File: config.mk
export PLATFORM = sky130hd
export DESIGN_NAME = mem_port_arbiter_flat
export DESIGN_NICKNAME = d
export VERILOG_FILES = /design/src/rtl/mem_arb_pkg.sv /design/src/rtl/mem_port_arbiter_if.sv /design/src/rtl/mem_lane_align.sv /design/src/rtl/mem_port_arbiter.sv /design/src/flat_wrapper.sv
export SDC_FILE = /design/constraint.sdc
export NUM_CORES = 1
export LEC_CHECK = 0
export ABC_AREA = 1
export ABC_CLOCK_PERIOD_IN_PS = 1800
export CAP_MARGIN = 25
export CORE_AREA = 2 2 128 130
export CTS_CLUSTER_DIAMETER = 120
export DETAILED_ROUTE_END_ITERATION = 12
export DIE_AREA = 0 0 130 132
export MAX_ROUTING_LAYER = met4
export PLACE_DENSITY = 0.72
export SLEW_MARGIN = 5
export SYNTH_ARGS = -nofsm -noshare
export SYNTH_HDL_FRONTEND = slang
export SYNTH_SLANG_ARGS = --single-unit
File: constraint.sdc
create_clock -name clk -period 1.8 [get_ports clk]
set_input_delay 0.18 -clock clk [delete_from_list [all_inputs] [get_ports clk]]
set_output_delay 0.18 -clock clk [all_outputs]
set_load 0.005 [all_outputs]
File: src/rtl/mem_arb_pkg.sv
// mem_arb_pkg: shared definitions for the memory port arbiter.
//   - load/store op encodings as they arrive on ld_op / st_op
//   - owner_t: who the SRAM read data belongs to in the cycle after a grant
//   - acc_t + access_ok(): alignment / legal-op check for a single access
package mem_arb_pkg;

  localparam logic [2:0] OP_LB  = 3'b000;
  localparam logic [2:0] OP_LH  = 3'b001;
  localparam logic [2:0] OP_LW  = 3'b010;
  localparam logic [2:0] OP_LBU = 3'b100;
  localparam logic [2:0] OP_LHU = 3'b101;

  localparam logic [2:0] OP_SB  = 3'b000;
  localparam logic [2:0] OP_SH  = 3'b001;
  localparam logic [2:0] OP_SW  = 3'b010;

  typedef enum logic [1:0] {NONE, IF, LD} owner_t;

  typedef enum logic [1:0] {ACC_IF, ACC_LD, ACC_ST} acc_t;

  // True when the access may go to the SRAM: op code defined for that
  // requester and byte offset aligned to the access size.
  function automatic logic access_ok(input acc_t kind, input logic [2:0] op,
                                     input logic [1:0] off);
    logic ok;
    ok = 1'b0;
    case (kind)
      ACC_IF: ok = (off == 2'b00);
      ACC_LD: begin
        case (op)
          OP_LB, OP_LBU: ok = 1'b1;
          OP_LH, OP_LHU: ok = ~off[0];
          OP_LW:         ok = (off == 2'b00);
          default:       ok = 1'b0;
        endcase
      end
      ACC_ST: begin
        case (op)
          OP_SB:   ok = 1'b1;
          OP_SH:   ok = ~off[0];
          OP_SW:   ok = (off == 2'b00);
          default: ok = 1'b0;
        endcase
      end
      default: ok = 1'b0;
    endcase
    return ok;
  endfunction

endpackage

File: src/rtl/mem_port_arbiter_if.sv
// mem_port_arbiter_if: bundle of the three core-side request ports and the
// SRAM macro port of the arbiter.
//   slave  : arbiter view (takes requests, drives grants/responses/SRAM)
//   master : core + memory view (drives requests and mem_rdata)
//
// Handshake: a requester raises *_req with stable op/addr/data and holds it
// until it sees *_gnt high in the same cycle; the transfer happens in that
// cycle (gnt is combinational). Read responses come back as a one-cycle
// *_rvalid pulse in the next cycle, with *_rdata forced to 0 otherwise.
interface mem_port_arbiter_if #(parameter int ADDR_W = 14);

  logic              if_req;
  logic [31:0]       if_addr;
  logic              if_gnt;
  logic              if_rvalid;
  logic [31:0]       if_rdata;

  logic              ld_req;
  logic [2:0]        ld_op;
  logic [31:0]       ld_addr;
  logic              ld_gnt;
  logic              ld_rvalid;
  logic [31:0]       ld_rdata;

  logic              st_req;
  logic [2:0]        st_op;
  logic [31:0]       st_addr;
  logic [31:0]       st_data;
  logic              st_gnt;

  logic              err_valid;
  logic [31:0]       err_addr;

  logic              mem_en;
  logic              mem_we;
  logic [3:0]        mem_be;
  logic [ADDR_W-1:0] mem_addr;
  logic [31:0]       mem_wdata;
  logic [31:0]       mem_rdata;

  modport slave (
    input  if_req, if_addr, ld_req, ld_op, ld_addr,
           st_req, st_op, st_addr, st_data, mem_rdata,
    output if_gnt, if_rvalid, if_rdata, ld_gnt, ld_rvalid, ld_rdata,
           st_gnt, err_valid, err_addr,
           mem_en, mem_we, mem_be, mem_addr, mem_wdata
  );

  modport master (
    output if_req, if_addr, ld_req, ld_op, ld_addr,
           st_req, st_op, st_addr, st_data, mem_rdata,
    input  if_gnt, if_rvalid, if_rdata, ld_gnt, ld_rvalid, ld_rdata,
           st_gnt, err_valid, err_addr,
           mem_en, mem_we, mem_be, mem_addr, mem_wdata
  );

endinterface

File: src/rtl/mem_lane_align.sv
// mem_lane_align: purely combinational lane handling around the SRAM.
//   Store side: i_st_op/i_st_off/i_st_data -> o_st_be (byte enables) and
//               o_st_wdata (byte/half replicated on every lane).
//   Load side : i_ld_op/i_ld_off/i_rdata -> o_ld_data (selected byte/half,
//               sign- or zero-extended).
module mem_lane_align
  import mem_arb_pkg::*;
(
  input  logic [2:0]  i_st_op,
  input  logic [1:0]  i_st_off,
  input  logic [31:0] i_st_data,
  output logic [3:0]  o_st_be,
  output logic [31:0] o_st_wdata,
  input  logic [2:0]  i_ld_op,
  input  logic [1:0]  i_ld_off,
  input  logic [31:0] i_rdata,
  output logic [31:0] o_ld_data
);

  logic [31:0] w_shifted;
  logic [7:0]  w_byte;
  logic [15:0] w_half;

  always_comb begin
    o_st_be    = 4'b1111;
    o_st_wdata = i_st_data;
    case (i_st_op)
      OP_SB: begin
        o_st_be    = 4'b0001 << i_st_off;
        o_st_wdata = {4{i_st_data[7:0]}};
      end
      OP_SH: begin
        o_st_be    = 4'b0011 << i_st_off;
        o_st_wdata = {2{i_st_data[15:0]}};
      end
      default: begin
        o_st_be    = 4'b1111;
        o_st_wdata = i_st_data;
      end
    endcase
  end

  // Bring the addressed byte down to lane 0; an aligned half lands there too.
  assign w_shifted = i_rdata >> {i_ld_off, 3'b000};
  assign w_byte    = w_shifted[7:0];
  assign w_half    = w_shifted[15:0];

  always_comb begin
    o_ld_data = i_rdata;
    case (i_ld_op)
      OP_LB:   o_ld_data = {{24{w_byte[7]}}, w_byte};
      OP_LBU:  o_ld_data = {24'h0, w_byte};
      OP_LH:   o_ld_data = {{16{w_half[15]}}, w_half};
      OP_LHU:  o_ld_data = {16'h0, w_half};
      default: o_ld_data = i_rdata;
    endcase
  end

endmodule

File: src/rtl/mem_port_arbiter.sv
// mem_port_arbiter: shares one single-port synchronous SRAM between
// instruction fetch, load and store requesters.
//   clk, rst            : clock, synchronous active-high reset
//   bus (slave modport) : fetch/load/store request ports and SRAM port
//   o_dbg_starve_cnt    : current fetch starvation count
//   o_dbg_resp_owner    : owner of the SRAM read data in this cycle
// Priority is load > store > fetch, except that a fetch that has been
// denied STARVE_MAX cycles in a row wins outright.
module mem_port_arbiter
  import mem_arb_pkg::*;
#(
  parameter int ADDR_W     = 14,
  parameter int STARVE_MAX = 4
) (
  input  logic                clk,
  input  logic                rst,
  mem_port_arbiter_if.slave   bus,
  output logic [3:0]          o_dbg_starve_cnt,
  output owner_t              o_dbg_resp_owner
);

  localparam logic [3:0] STARVE_LIM = 4'(STARVE_MAX);

  logic [3:0]  r_starve_cnt, w_starve_nxt;
  owner_t      r_resp_owner, w_owner_nxt;
  logic [2:0]  r_ld_op;
  logic [1:0]  r_ld_off;
  logic        r_ld_zero;
  logic        r_err_valid;
  logic [31:0] r_err_addr;

  logic        w_force_if;
  logic        w_if_gnt, w_ld_gnt, w_st_gnt, w_any_gnt;
  logic        w_if_ok, w_ld_ok, w_st_ok, w_acc_ok;
  logic [31:0] w_sel_addr;
  logic [3:0]  w_st_be;
  logic [31:0] w_st_wdata;
  logic [31:0] w_ld_data;
  logic        w_if_rvalid, w_ld_rvalid, w_err_valid;

  assign w_if_ok = access_ok(ACC_IF, 3'b000,     bus.if_addr[1:0]);
  assign w_ld_ok = access_ok(ACC_LD, bus.ld_op,  bus.ld_addr[1:0]);
  assign w_st_ok = access_ok(ACC_ST, bus.st_op,  bus.st_addr[1:0]);

  assign w_force_if = bus.if_req && (r_starve_cnt == STARVE_LIM);

  // Grant selection; nothing is granted while reset is held.
  always_comb begin
    w_if_gnt = 1'b0;
    w_ld_gnt = 1'b0;
    w_st_gnt = 1'b0;
    if (!rst) begin
      if (w_force_if)      w_if_gnt = 1'b1;
      else if (bus.ld_req) w_ld_gnt = 1'b1;
      else if (bus.st_req) w_st_gnt = 1'b1;
      else if (bus.if_req) w_if_gnt = 1'b1;
    end
  end

  assign w_any_gnt = w_if_gnt | w_ld_gnt | w_st_gnt;

  always_comb begin
    w_sel_addr = 32'h0;
    if (w_ld_gnt)      w_sel_addr = bus.ld_addr;
    else if (w_st_gnt) w_sel_addr = bus.st_addr;
    else if (w_if_gnt) w_sel_addr = bus.if_addr;
  end

  // A granted but illegal access is consumed without touching the SRAM.
  assign w_acc_ok = (w_if_gnt & w_if_ok) | (w_ld_gnt & w_ld_ok) | (w_st_gnt & w_st_ok);

  mem_lane_align u_align (
    .i_st_op    (bus.st_op),
    .i_st_off   (bus.st_addr[1:0]),
    .i_st_data  (bus.st_data),
    .o_st_be    (w_st_be),
    .o_st_wdata (w_st_wdata),
    .i_ld_op    (r_ld_op),
    .i_ld_off   (r_ld_off),
    .i_rdata    (bus.mem_rdata),
    .o_ld_data  (w_ld_data)
  );

  assign bus.if_gnt    = w_if_gnt;
  assign bus.ld_gnt    = w_ld_gnt;
  assign bus.st_gnt    = w_st_gnt;
  assign bus.mem_en    = w_acc_ok;
  assign bus.mem_we    = w_st_gnt & w_st_ok;
  assign bus.mem_addr  = w_acc_ok ? w_sel_addr[ADDR_W+1:2] : '0;
  assign bus.mem_be    = (w_st_gnt & w_st_ok) ? w_st_be : (w_acc_ok ? 4'b1111 : 4'b0000);
  assign bus.mem_wdata = (w_st_gnt & w_st_ok) ? w_st_wdata : 32'h0;

  // Next-state for the starvation counter and the response owner.
  always_comb begin
    w_starve_nxt = r_starve_cnt;
    w_owner_nxt  = NONE;
    if (!bus.if_req || w_if_gnt)       w_starve_nxt = 4'd0;
    else if (r_starve_cnt < STARVE_LIM) w_starve_nxt = r_starve_cnt + 4'd1;
    // A misaligned/illegal load still owes the core a (zero) response;
    // a misaligned fetch only reports the error.
    if (w_if_gnt && w_if_ok) w_owner_nxt = IF;
    else if (w_ld_gnt)       w_owner_nxt = LD;
  end

  always_ff @(posedge clk) begin
    if (rst) begin
      r_starve_cnt <= 4'd0;
      r_resp_owner <= NONE;
      r_ld_op      <= 3'b000;
      r_ld_off     <= 2'b00;
      r_ld_zero    <= 1'b0;
      r_err_valid  <= 1'b0;
      r_err_addr   <= 32'h0;
    end else begin
      r_starve_cnt <= w_starve_nxt;
      r_resp_owner <= w_owner_nxt;
      if (w_ld_gnt) begin
        r_ld_op   <= bus.ld_op;
        r_ld_off  <= bus.ld_addr[1:0];
        r_ld_zero <= ~w_ld_ok;
      end
      r_err_valid <= w_any_gnt & ~w_acc_ok;
      r_err_addr  <= (w_any_gnt & ~w_acc_ok) ? w_sel_addr : 32'h0;
    end
  end

  // Response outputs are masked during reset so an in-flight read from the
  // cycle before reset is dropped.
  assign w_if_rvalid   = ~rst & (r_resp_owner == IF);
  assign w_ld_rvalid   = ~rst & (r_resp_owner == LD);
  assign w_err_valid   = ~rst & r_err_valid;

  assign bus.if_rvalid = w_if_rvalid;
  assign bus.if_rdata  = w_if_rvalid ? bus.mem_rdata : 32'h0;
  assign bus.ld_rvalid = w_ld_rvalid;
  assign bus.ld_rdata  = (w_ld_rvalid && !r_ld_zero) ? w_ld_data : 32'h0;
  assign bus.err_valid = w_err_valid;
  assign bus.err_addr  = w_err_valid ? r_err_addr : 32'h0;

  assign o_dbg_starve_cnt = r_starve_cnt;
  assign o_dbg_resp_owner = r_resp_owner;

endmodule

File: src/flat_wrapper.sv
// flat-port wrapper written by rule: the top's interface ports become plain ports
module mem_port_arbiter_flat import mem_arb_pkg::*;
#(
  parameter int ADDR_W     = 14,
  parameter int STARVE_MAX = 4
)
  (clk, rst, o_dbg_starve_cnt, o_dbg_resp_owner, bus_if_req, bus_if_addr, bus_ld_req, bus_ld_op, bus_ld_addr, bus_st_req, bus_st_op, bus_st_addr, bus_st_data, bus_mem_rdata, bus_if_gnt, bus_if_rvalid, bus_if_rdata, bus_ld_gnt, bus_ld_rvalid, bus_ld_rdata, bus_st_gnt, bus_err_valid, bus_err_addr, bus_mem_en, bus_mem_we, bus_mem_be, bus_mem_addr, bus_mem_wdata);
  mem_port_arbiter_if #(.ADDR_W(ADDR_W)) bus_i ();
  input  logic clk;
  input  logic rst;
  output logic [3:0] o_dbg_starve_cnt;
  output owner_t o_dbg_resp_owner;
  input wire logic [$bits(bus_i.if_req)-1:0] bus_if_req;
  input wire logic [$bits(bus_i.if_addr)-1:0] bus_if_addr;
  input wire logic [$bits(bus_i.ld_req)-1:0] bus_ld_req;
  input wire logic [$bits(bus_i.ld_op)-1:0] bus_ld_op;
  input wire logic [$bits(bus_i.ld_addr)-1:0] bus_ld_addr;
  input wire logic [$bits(bus_i.st_req)-1:0] bus_st_req;
  input wire logic [$bits(bus_i.st_op)-1:0] bus_st_op;
  input wire logic [$bits(bus_i.st_addr)-1:0] bus_st_addr;
  input wire logic [$bits(bus_i.st_data)-1:0] bus_st_data;
  input wire logic [$bits(bus_i.mem_rdata)-1:0] bus_mem_rdata;
  output wire logic [$bits(bus_i.if_gnt)-1:0] bus_if_gnt;
  output wire logic [$bits(bus_i.if_rvalid)-1:0] bus_if_rvalid;
  output wire logic [$bits(bus_i.if_rdata)-1:0] bus_if_rdata;
  output wire logic [$bits(bus_i.ld_gnt)-1:0] bus_ld_gnt;
  output wire logic [$bits(bus_i.ld_rvalid)-1:0] bus_ld_rvalid;
  output wire logic [$bits(bus_i.ld_rdata)-1:0] bus_ld_rdata;
  output wire logic [$bits(bus_i.st_gnt)-1:0] bus_st_gnt;
  output wire logic [$bits(bus_i.err_valid)-1:0] bus_err_valid;
  output wire logic [$bits(bus_i.err_addr)-1:0] bus_err_addr;
  output wire logic [$bits(bus_i.mem_en)-1:0] bus_mem_en;
  output wire logic [$bits(bus_i.mem_we)-1:0] bus_mem_we;
  output wire logic [$bits(bus_i.mem_be)-1:0] bus_mem_be;
  output wire logic [$bits(bus_i.mem_addr)-1:0] bus_mem_addr;
  output wire logic [$bits(bus_i.mem_wdata)-1:0] bus_mem_wdata;
  assign bus_i.if_req = bus_if_req;
  assign bus_i.if_addr = bus_if_addr;
  assign bus_i.ld_req = bus_ld_req;
  assign bus_i.ld_op = bus_ld_op;
  assign bus_i.ld_addr = bus_ld_addr;
  assign bus_i.st_req = bus_st_req;
  assign bus_i.st_op = bus_st_op;
  assign bus_i.st_addr = bus_st_addr;
  assign bus_i.st_data = bus_st_data;
  assign bus_i.mem_rdata = bus_mem_rdata;
  assign bus_if_gnt = bus_i.if_gnt;
  assign bus_if_rvalid = bus_i.if_rvalid;
  assign bus_if_rdata = bus_i.if_rdata;
  assign bus_ld_gnt = bus_i.ld_gnt;
  assign bus_ld_rvalid = bus_i.ld_rvalid;
  assign bus_ld_rdata = bus_i.ld_rdata;
  assign bus_st_gnt = bus_i.st_gnt;
  assign bus_err_valid = bus_i.err_valid;
  assign bus_err_addr = bus_i.err_addr;
  assign bus_mem_en = bus_i.mem_en;
  assign bus_mem_we = bus_i.mem_we;
  assign bus_mem_be = bus_i.mem_be;
  assign bus_mem_addr = bus_i.mem_addr;
  assign bus_mem_wdata = bus_i.mem_wdata;
  mem_port_arbiter #(.ADDR_W(ADDR_W), .STARVE_MAX(STARVE_MAX)) u_core (.clk(clk), .rst(rst), .bus(bus_i), .o_dbg_starve_cnt(o_dbg_starve_cnt), .o_dbg_resp_owner(o_dbg_resp_owner));
endmodule
==> results.txt <==
Synthesis Warnings -> 0
Largest net degree at the start of global routing -> 31
Layout cells sized above 1 -> 0.332
Final Cycle Share -> 1.13
Slew HR -> 0.669
Filler instances -> 1398
Cell Rows -> 46
Tot Pwr -> 3.66 mW
Vias in the first global route -> 6743
VDD IR-drop max -> 351 uV
CTS tree -> built
I/O Pins -> 331
DR DRC count -> 0
Register area -> 913 sq um
Vias -> 6961
P_int -> 2.50 mW
Primary FF master, synth -> dfxtp_1
GRT Max-Usage Layer -> met2
Worst clock skew -> 0.00384 ns
Nets -> 1477
Initial antenna violation count -> 0
Initial core utilization -> 0.273
Syn Inst Count -> 828
Maximum clock path buffer count -> 2
Post-synth top area cell -> dfxtp_1
DIE HEIGHT -> 132 um
P&R area growth vs syn -> 135%
Die X -> 130 um
Synth area leaders -> dfxtp_1, nor2_1, inv_1
Max Freq -> 492 MHz
Clock transition at path regs -> 0.06 ns
CP dominant cell by count -> nand2_4
Iter 0 DRT Violations -> 236
Sequential fraction of design power -> 0.291
DR pass1 iterations -> 5
Slowest library cell on the worst path -> dfxtp_2
Setup CP Type -> flop to output port
Final Slew Violations -> 0
TritonCTS Buffers -> 5
Met3 usage -> 0.0296
Die area -> 17200 sq um
Commonest cells after routing, fill and taps aside -> clkdlybuf4s50_1, nor2_1, inv_1
DP HPWL -> 16500 um
Root Buffer -> clkbuf_16
Crit path cell chain -> inv_2, ha_4, nand2_4, inv_4, nand2_4, nand2_4, buf_6, buf_12, nor2_2, nand3b_1, nand2_1, inv_1, buf_2
Crit-path max cell delay -> 0.34 ns
Async set or reset register ratio after synthesis -> 0
Max_cap viols -> 0
Bufs and invs on worst path -> 6
Mapped Area -> 4290 sq um
Number of synthesized flops with an enable pin -> 0
Clock power frac -> 0.237
H-tree levels -> 2
Failing checks -> setup timing
Critical Path Fanout Max -> 7
WL/cell -> 15.3 um
Total grt overflow -> 0
Worst min path class -> primary input to flop
Crit start category -> flop
Worst skew pair latency -> 0.28 ns
Syn Nets -> 1001
RSZ-0062 raised after global routing -> true
Setup TNS -> -8.60 ns
Worst Setup End Kind -> output port
First-pass GRT wire length -> 34200 um
Slew @ Worst Pin -> 0.496 ns
Hold_buf cts -> 0
Core area -> 15700 sq um
Switching share of power -> 0.318
Commonest non-fill, non-tap cell in the layout -> clkdlybuf4s50_1
Combined area of the multi-input logic cells -> 3220 sq um
Routed WL -> 23300 um
GP Congestion -> 0.905
Seq/Total Area, Yosys -> 0.210
Logic pwr share -> 0.472
CP delay by family, top -> simple AND/OR/NAND/NOR gates
Total GRT Usage -> 0.256
Distinct cells, synth -> 30
Finished layout cell area -> 10100 sq um
#FFs+latches synth -> 45
Ant diodes -> 0
Yosys top cell area share -> 0.210
Setup violators final -> 63
Final Hold Viols -> 0
PwrDens -> 364 nW/um^2
CTS Sinks -> 45
Via density -> 4.58
Worst EP required -> 1.62 ns
Post-Syn Area per Cell -> 5.18 sq um
Net Switching -> 1.16 mW
Placed Instance Area -> 8660 sq um
Met1 Track Usage GR -> 0.287
# port buffers -> 330
Final ANT Viol Nets -> 0
Leak Pwr -> 5.36 nW
Tmin final -> 2.03 ns
Status -> finished with violations
Worst path arrival time -> 1.85 ns
Met2 usage -> 0.470
Final worst setup slack -> -0.234 ns
## routing by layer
metal | share of wire | routed length [um]
met4 | 0.033 | 774
met2 | 0.52 | 12200
met1 | 0.39 | 9070
met3 | 0.054 | 1270
met5 | 0 | 0
## cell type report
cell class | count | share of cell area
Timing Repair Buffer | 510 | 0.484
Multi-Input combinational cell | 573 | 0.320
Sequential cell | 45 | 0.0908
Inverter | 169 | 0.0653
Tap cell | 216 | 0.0269
Clock buffer | 5 | 0.0124
Clock inverter | 1 | 0.000498
## logic make-up after synthesis
group / share of synthesized area
flops: 0.210
simple gates: 0.437
fa+ha+maj: 0.00584
buf+inv: 0.195
xor+xnor: 0.00204
compound gates: 0.150
## cells in the mapped netlist (2+ instances only)
| master | instances |
|---|---|
| inv_2 | 3 |
| o21a_1 | 3 |
| buf_4 | 6 |
| nand3_2 | 3 |
| nor2_1 | 232 |
| nor3_2 | 2 |
| dfxtp_1 | 45 |
| inv_1 | 165 |
| nand3_1 | 52 |
| nand2_1 | 131 |
| nand2_2 | 5 |
| o21ai_0 | 54 |
| o22ai_1 | 6 |
| buf_2 | 13 |
| nand3b_1 | 15 |
| o21ai_1 | 2 |
| ha_1 | 2 |
| clkbuf_1 | 17 |
| buf_1 | 4 |
| a21oi_1 | 53 |
| nor3_1 | 6 |
## state kept, by name, indices dropped and copies added (netlist names)
signal                   cells
u_core.o_dbg_starve_cnt      4
u_core.r_err_valid           1
u_core.r_err_addr           32
u_core.r_ld_off              2
u_core.r_ld_op               3
u_core.o_dbg_resp_owner      2
u_core.r_ld_zero             1
## worst paths after layout
path	depth (start not counted)	from	to	slack [ns]
max	13	u_core.o_dbg_starve_cnt[1]	bus_mem_addr[5]	-0.23
min	4	bus_if_req	u_core.o_dbg_starve_cnt[1]	0.48
max reg2reg	15	u_core.o_dbg_starve_cnt[1]	u_core.r_err_addr[0]	-0.03
min reg2reg	2	u_core.r_ld_zero	u_core.r_ld_zero	0.50
## power by group through the flow
stage / combinational [mW] / sequential (mW) / clock [mW]
after detailed placement: 1.33 / 1.08 / 0
after global routing: 1.86 / 1.07 / 0.936
after floorplan: 0.493 / 1.08 / 0
after CTS: 1.58 / 1.06 / 0.883
after global placement: 1.32 / 1.08 / 0
final: 1.73 / 1.07 / 0.868
## repair_timing
item / 4_1_cts / 5_1_grt
setup buffers: 47 / 13
cloned: 12 / 2
pin swaps: 53 / 27
gates resized for setup: 576 / 120
setup endpoints to repair: 156 / 151
## per-stage QoR
stage | hold slack, ns | worst slack [ns] | utilization | instances
finish | 0.483 | -0.234 | 0.640 | 1519
detailed placement | 0.494 | -0.562 | 0.551 | 1449
floorplan | 0.348 | 0.158 | - | 828
CTS | 0.506 | -0.232 | 0.615 | 1509
global placement | 0.484 | -0.517 | 0.551 | 1449
global route | 0.518 | -0.331 | 0.640 | 1519
## worst min-delay path, stage by stage
cell and delay [ns]:
dlymetal6s2s_1 0.16, buf_4 0.16, nand3_1 0.17, nor2_1 0.06
(Power assumes the default switching activity.)
